`config.mk`:
```
export PLATFORM = sky130hd
export DESIGN_NAME = sipo_frame_rx
export DESIGN_NICKNAME = d
export VERILOG_FILES = /design/src/rtl/sipo_rx_pkg.sv /design/src/rtl/sipo_shift_core.sv /design/src/rtl/sipo_frame_rx.sv
export SDC_FILE = /design/constraint.sdc
export NUM_CORES = 1
export LEC_CHECK = 0
export CORE_MARGIN = 1
export CORE_UTILIZATION = 39
export DETAILED_ROUTE_END_ITERATION = 10
export GPL_ROUTABILITY_DRIVEN = 0
export PLACE_DENSITY_LB_ADDON = 0.1
export SETUP_SLACK_MARGIN = 0.02
export SLEW_MARGIN = 20
export SYNTH_ARGS = -nofsm -noshare
export SYNTH_HDL_FRONTEND = slang
export SYNTH_SLANG_ARGS = --single-unit
export TNS_END_PERCENT = 5
```
`constraint.sdc`:
```
create_clock -name clk -period 2 [get_ports clk]
set_input_delay 0.5 -clock clk [delete_from_list [all_inputs] [get_ports clk]]
set_output_delay 0.5 -clock clk [all_outputs]
set_load 0.05 [all_outputs]
```
`src/rtl/sipo_rx_pkg.sv`:
```
// sipo_rx_pkg: shared state type and constants for the sipo_frame_rx serial frame receiver.
// The parity constant only matters when SIPO_PARITY_EN is defined.
package sipo_rx_pkg;

   typedef enum logic [1:0] {
      IDLE  = 2'd0,
      SHIFT = 2'd1,
      PAR   = 2'd2
   } rx_state_e;

   localparam int unsigned DEFAULT_WIDTH = 4;
   localparam int unsigned DEFAULT_CNT_W = $clog2(DEFAULT_WIDTH + 1);

   // XOR over data bits and parity bit must equal this for a clean frame (even parity).
   localparam logic PARITY_EVEN = 1'b0;

   function automatic int unsigned cnt_width(input int unsigned width);
      return $clog2(width + 1);
   endfunction

endpackage

```
`src/rtl/sipo_shift_core.sv`:
```
// sipo_shift_core: WIDTH-bit shift register plus saturating bit counter for sipo_frame_rx.
// clear together with shift_en loads serial_in as bit 0 of a fresh frame.
module sipo_shift_core
   import sipo_rx_pkg::*;
#(
   parameter int unsigned WIDTH     = DEFAULT_WIDTH,
   parameter bit          MSB_FIRST = 1'b1,
   parameter int unsigned CNT_W     = DEFAULT_CNT_W
) (
   input  logic             clk,
   input  logic             rst,
   input  logic             shift_en,
   input  logic             clear,
   input  logic             serial_in,
   output logic [WIDTH-1:0] word,
   output logic [CNT_W-1:0] count
);

   localparam logic [CNT_W-1:0] CNT_MAX = CNT_W'(WIDTH);

   logic [WIDTH-1:0] word_q, word_d, base_word;
   logic [CNT_W-1:0] count_q, count_d, base_count;

   always_comb begin
      base_word  = clear ? '0 : word_q;
      base_count = clear ? '0 : count_q;
      word_d     = base_word;
      count_d    = base_count;
      if (shift_en) begin
         if (MSB_FIRST) begin
            word_d = {base_word[WIDTH-2:0], serial_in};
         end else begin
            word_d = {serial_in, base_word[WIDTH-1:1]};
         end
         if (base_count != CNT_MAX) begin
            count_d = base_count + 1'b1;
         end
      end
   end

   always_ff @(posedge clk or posedge rst) begin
      if (rst) begin
         word_q  <= '0;
         count_q <= '0;
      end else begin
         word_q  <= word_d;
         count_q <= count_d;
      end
   end

   assign word  = word_q;
   assign count = count_q;

endmodule

```
`src/rtl/sipo_frame_rx.sv`:
```
// sipo_frame_rx: start-delimited serial frame receiver with registered valid/ready output and overrun flag.
// Define SIPO_PARITY_EN to add a trailing even-parity bit per frame and the parity_err output.
module sipo_frame_rx
   import sipo_rx_pkg::*;
#(
   parameter int unsigned WIDTH     = DEFAULT_WIDTH,
   parameter bit          MSB_FIRST = 1'b1
) (
   input  logic             clk,
   input  logic             rst,
   input  logic             start,
   input  logic             serial_in,
   output logic [WIDTH-1:0] data_out,
   output logic             data_valid,
   input  logic             data_ready,
   output logic             busy,
   output logic             overrun,
   output logic             parity_err
);

   localparam int unsigned      CNT_W    = cnt_width(WIDTH);
   localparam logic [CNT_W-1:0] LAST_IDX = CNT_W'(WIDTH - 1);

   rx_state_e        state_q, state_d;
   logic [WIDTH-1:0] data_q, data_d;
   logic             valid_q, valid_d;
   logic             overrun_q, overrun_d;
   logic             perr_q, perr_d;

   logic             shift_en, clear, commit, commit_perr;
   logic [WIDTH-1:0] core_word, final_word, commit_word;
   logic [CNT_W-1:0] core_count;

   sipo_shift_core #(
      .WIDTH     (WIDTH),
      .MSB_FIRST (MSB_FIRST),
      .CNT_W     (CNT_W)
   ) u_core (
      .clk       (clk),
      .rst       (rst),
      .shift_en  (shift_en),
      .clear     (clear),
      .serial_in (serial_in),
      .word      (core_word),
      .count     (core_count)
   );

   // Word including the bit on the line this cycle, so a frame can commit on its final-bit edge.
   assign final_word = MSB_FIRST ? {core_word[WIDTH-2:0], serial_in}
                                 : {serial_in, core_word[WIDTH-1:1]};

   always_comb begin
      state_d     = state_q;
      shift_en    = 1'b0;
      clear       = 1'b0;
      commit      = 1'b0;
      commit_word = final_word;
      commit_perr = 1'b0;
      case (state_q)
         IDLE: begin
            if (start) begin
               shift_en = 1'b1;
               clear    = 1'b1;
               state_d  = SHIFT;
            end
         end
         SHIFT: begin
            shift_en = 1'b1;
            if (start) begin
               clear = 1'b1;
            end else if (core_count == LAST_IDX) begin
`ifdef SIPO_PARITY_EN
               state_d = PAR;
`else
               commit  = 1'b1;
               state_d = IDLE;
`endif
            end
         end
`ifdef SIPO_PARITY_EN
         PAR: begin
            if (start) begin
               shift_en = 1'b1;
               clear    = 1'b1;
               state_d  = SHIFT;
            end else begin
               commit      = 1'b1;
               commit_word = core_word;
               commit_perr = ((^core_word) ^ serial_in) != PARITY_EVEN;
               state_d     = IDLE;
            end
         end
`endif
         default: state_d = IDLE;
      endcase
   end

   // A commit in the handshake cycle refills the register, so valid stays high.
   always_comb begin
      data_d    = data_q;
      valid_d   = valid_q;
      perr_d    = perr_q;
      overrun_d = 1'b0;
      if (valid_q && data_ready) begin
         valid_d = 1'b0;
      end
      if (commit) begin
         if (!valid_q || data_ready) begin
            data_d  = commit_word;
            perr_d  = commit_perr;
            valid_d = 1'b1;
         end else begin
            overrun_d = 1'b1;
         end
      end
   end

   always_ff @(posedge clk or posedge rst) begin
      if (rst) begin
         state_q   <= IDLE;
         data_q    <= '0;
         valid_q   <= 1'b0;
         overrun_q <= 1'b0;
         perr_q    <= 1'b0;
      end else begin
         state_q   <= state_d;
         data_q    <= data_d;
         valid_q   <= valid_d;
         overrun_q <= overrun_d;
         perr_q    <= perr_d;
      end
   end

   assign data_out   = data_q;
   assign data_valid = valid_q;
   assign busy       = (state_q != IDLE);
   assign overrun    = overrun_q;
   assign parity_err = perr_q;

endmodule
```
# Word-level counts from Yosys, hierarchy flattened
# Cells that the tools add are included.
# word_totals
reg_bits	14
in_bits	5
out_inout_bits	8
word_cells	41
# op_classes
add_sub_neg	1
n_eq_ne	6
mux	20
n_reduce_logical	8
# ops
cell	n
$mux W3	5
$mux W1	10
$mux W2	3
$ne A2 B2 Y1 const B	3
$pmux W2 S2	1
$add A3 B1 Y3 const B	1
$eq A3 B2 Y1 const B	1
$ne A3 B3 Y1 const B	1
$reduce_and A3 Y1	1
$eq A2 B1 Y1 const B	1
$logic_not A2 Y1	1
$pmux W1 S2	1
$reduce_and A2 Y1	1
$reduce_bool A2 Y1	1
$reduce_or A2 Y1	1
$logic_and A1 B1 Y1	1
$logic_not A1 Y1	1
$logic_or A1 B1 Y1	1

# Depth between registers and ports, before layout
# logic_depth
ltp_word	7
mapped_depth	6
mapped_depth_nobuf	5

# Modules after synthesis
# From an unflattened synthesis, not the netlist that was laid out.
# hier_totals
cells_unflattened	53
area_unflattened_um2	643.1
# modules_own_cells
module	instances	cells_per_inst	area_per_inst_um2	seq_area_each_um2
sipo_shift_core	1	31	334.1	175.2
sipo_frame_rx	1	22	309.0	175.2

# Least setup slack after synthesis
# Ideal clock, no wire load.
# synth_path
kind	reg-to-reg
start	reg state_q[0]
end	reg data_q[0], in the netlist data_out[0]
setup_time_ps	125
t_arrival_ps	1612
required_ps	1875
setup_slack_ps	264
stages_incl_launch_ff	5
n_path_buf	1
synth_period_minus_slack_ps	1736
path_cell_list	dfrtp_1 > buf_4 > inv_1 > nor4b_4 > mux2_2
# synth_between
elab_chain_cells	3
# synth_lines
item	line_no	rtl
from (decl)	sipo_frame_rx.sv:24	rx_state_e state_q, state_d;
from (signal assigned)	sipo_frame_rx.sv:126	state_q <= state_d;
$eq A2 B1 Y1	sipo_frame_rx.sv:59	case (state_q)
$mux W1	sipo_frame_rx.sv:59	
$reduce_and A2 Y1 (no line)	n/a	
to (signal assigned)	sipo_frame_rx.sv:127	data_q <= data_d;
to (decl)	sipo_frame_rx.sv:25	logic [WIDTH-1:0] data_q, data_d;
# Every way passes these cells.
# A chain may end at the register's enable or synchronous reset.

# Worst setup path after layout
# layout_path
start	reg data_q[2], in the netlist data_out[2]
end	out data_out[2]
# layout_rtl
item	line_no	rtl
to (decl)	sipo_frame_rx.sv:13	output logic [WIDTH-1:0] data_out,
# No word-level cell between the ends.

==> run summary <==
Critical path launch point type: flip-flop
Buf+Inv Stages, Crit Path: 1
Dominant synthesized flop cell: dfrtp_1
I/O Pins: 13
Setup TNS: 0 ns
Largest net degree at the start of global routing: 14
Placed inst area: 714 um^2
Pre-antenna DRT Iters: 4
Antenna Cells: 0
Yosys warns: 0
Final Hold Viols: 0
GR Layer Usage met3: 3.26%
Tmin final: 1.92 ns
Pwr Density: 1560 nW/um^2
Reg power frac: 36.9%
# rows: 13
Top cell type by total area after synthesis: dfrtp_1
Fill cell count: 127
CTS tree: done
Nets@finish: 69
Clk root buf: clkbuf_4
Slowest CP cell: clkdlybuf4s50_1
Wire per inst: 12.9 um
Clk sinks: 13
Setup Fix Bufs, Post-CTS: 0
Final Cycle Share: 96.1%
EDFF count, synth: 0
Area Overhead vs Synth: 24.3%
I/O Buffers: 11
Max_cap viols: 0
Slew Limit Fails: 0
Worst Path Arrival: 1.42 ns
Clock network power share: 14.0%
Synth top area cells: dfrtp_1, mux2_2, nor4b_4, mux2i_1, nand3b_4
Synth cell types: 22
Worst-path fanout max: 2
Synth Net Count: 54
Yosys reg bits: 13
Num CTS Buffers: 3
CP Capture Type: primary output
Critical Path RT: 1.50 ns
H-tree level count: 1
Post-Layout Cell Count: 77
Rel. slew slack: 66.6%
Vias in the first global route: 375
Cell count after synthesis: 48
Met2 Resource Use GR: 22.3%
Insertion delay to the later sink of the worst-skew pair: 0.27 ns
Cell Chain, Critical Path: clkdlybuf4s50_1
Main combinational cell family by area after synthesis: simple AND/OR/NAND/NOR gates
Post-Syn Area: 598 um^2
Outcome: finished clean
Highest clock rate: 0.520 GHz
Final wirelength: 996 um
Sequential share of the synthesized area: 54.4%
Clk buf depth: 2
R2r setup slk: 0.53 ns
Post-synth top area share: 54.4%
Leak: 0.376 nW
Layout cells sized above 1: 25.8%
Fraction of registers with async set/reset: 100%
Post-synthesis mux area share: 14.6%
Synth Area in Adders: 2.09%
GR Util All Layers: 14.3%
Sw Share: 42.8%
Cells after DPL: 73
Antenna Nets Post-Route: 0
Die Area: 1690 um^2
RSZ-0062 raised after global routing: true
Grt met1 use: 17.4%
Xor/xnor cell area share of the yosys netlist: 0%
Hold crit path type: flip-flop to flip-flop
Grt total ovfl: 0
Initial Utilization: 43.8%
Worst VDD drop: 0.000752 V
Initial DRC count: 11
Antenna violations before repair: 0
Top-count cell post-synth: dfrtp_1
DR vias/cell: 4.96
Vias: 382
Clock skew: 0.00492 ns
Int Power: 0.000662 W
Top cells by count, synth: dfrtp_1, mux2_2, nor2_1
Setup violations, final: 0
Psw: 0.000496 W
Util after Layout: 54.4%
Fin area: 743 um^2
Crit Path Category: flip-flop to primary output
Synth Area in Compound Gates: 5.65%
GR peak layer: met2
HPWL Detailed: 770 um
Post-Synth Simple-Gate Area: 18.0%
CP top delay family: buffers and inverters
CP max stage delay: 0.80 ns
DIE WIDTH: 41.2 um
Tightest Pin Transition: 0.501 ns
Avg Synthesized Cell Area: 12.5 um^2
Clock slew at reported path FFs: 0.08 ns
CORE AREA: 1370 um^2
Comb pwr share: 49.1%
# DRC: 0
First-pass GRT wire length: 1520 um
Die height: 41.2 um
power groups by stage:
stage	logic (W)	clock network [W]	registers, W
after floorplan	0.000244	0	0.000606
after global placement	0.000556	0	0.000422
after detailed placement	0.000576	0	0.000434
after CTS	0.000576	0.000166	0.000428
after global routing	0.000613	0.000175	0.000443
final	0.000568	0.000162	0.000427
placed cells by master (no fill, tap or decap):
master	instances
nand2b_1	2
or2b_1	1
inv_1	2
a211oi_1	1
o21bai_1	1
conb_1	1
clkbuf_4	3
mux2_2	6
a21o_1	1
nand2_1	2
or3_1	1
and3_1	1
nor4b_4	1
dlymetal6s2s_1	1
clkdlybuf4s50_1	7
nand3b_4	1
nor2_1	5
clkbuf_1	1
a21oi_1	1
a31oi_1	1
mux2i_1	2
nand3_1	1
ha_1	1
dfrtp_1	13
buf_4	5
state kept, by name, summed over array words and instances, names as in the netlist:
register / cells
overrun: 1
state_q: 1
u_core.word: 3
u_core.count: 3
data_out: 4
data_valid: 1
repair_timing:
action,CTS,global route
resized for setup,0,1
hold endpoints to repair,0,0
hold buffers,0,0
setup endpoints to repair,0,2
through the flow:
step,hold WS [ns],power (W),worst slack (ns)
global route,0.530,0.00123,0.0132
finish,0.511,0.00116,0.0781
global placement,0.485,0.000979,0.00469
detailed placement,0.496,0.00101,-0.0395
floorplan,0.377,0.000850,0.264
CTS,0.513,0.00117,0.0549
area by class of cell:
cell class	count	area [um^2]	share of cell area, %
multi-input combinational	30	245	33.0
tap	15	18.8	2.53
timing repair buffer	13	120	16.2
sequential	13	325	43.8
inverter	2	7.51	1.01
clock buffer	4	26.3	3.54
worst paths after layout:
check	startpoint	to	depth (start not counted)
max in group asynchronous	rst	data_out[0]$_DFFE_PP0P_	2
min in group asynchronous	rst	overrun$_DFF_PP0_	2
worst min-delay path	data_out[1]$_DFFE_PP0P_	data_out[1]$_DFFE_PP0P_	1
worst max-delay path	data_out[2]$_DFFE_PP0P_	data_out[2]	1
worst min register to register	data_out[1]$_DFFE_PP0P_	data_out[1]$_DFFE_PP0P_	1
worst max register to register	u_core.count[2]$_DFF_PP0_	data_out[0]$_DFFE_PP0P_	3
cell families after synthesis:
family | count (synthesis)
AO/OA/AOI/OAI | 5
adder cells (fa/ha/maj) | 1
buffers and inverters | 5
flip-flops | 13
multiplexers | 8
other | 1
AND/OR/NAND/NOR | 15
routing by layer:
layer	part of all wire (%)	vias up
li1	-	188
met1	47	182
met2	47	12
met3	5.6	0
met4	0	0
met5	0	-
worst register-to-register path, cell delays in order, from the launching register on:
cell and delay [ns]:
dfrtp_1 0.42, nand3b_4 0.18, nor4b_4 0.37, mux2_2 0.39
Note: power is estimated with default switching activity, not from simulation.
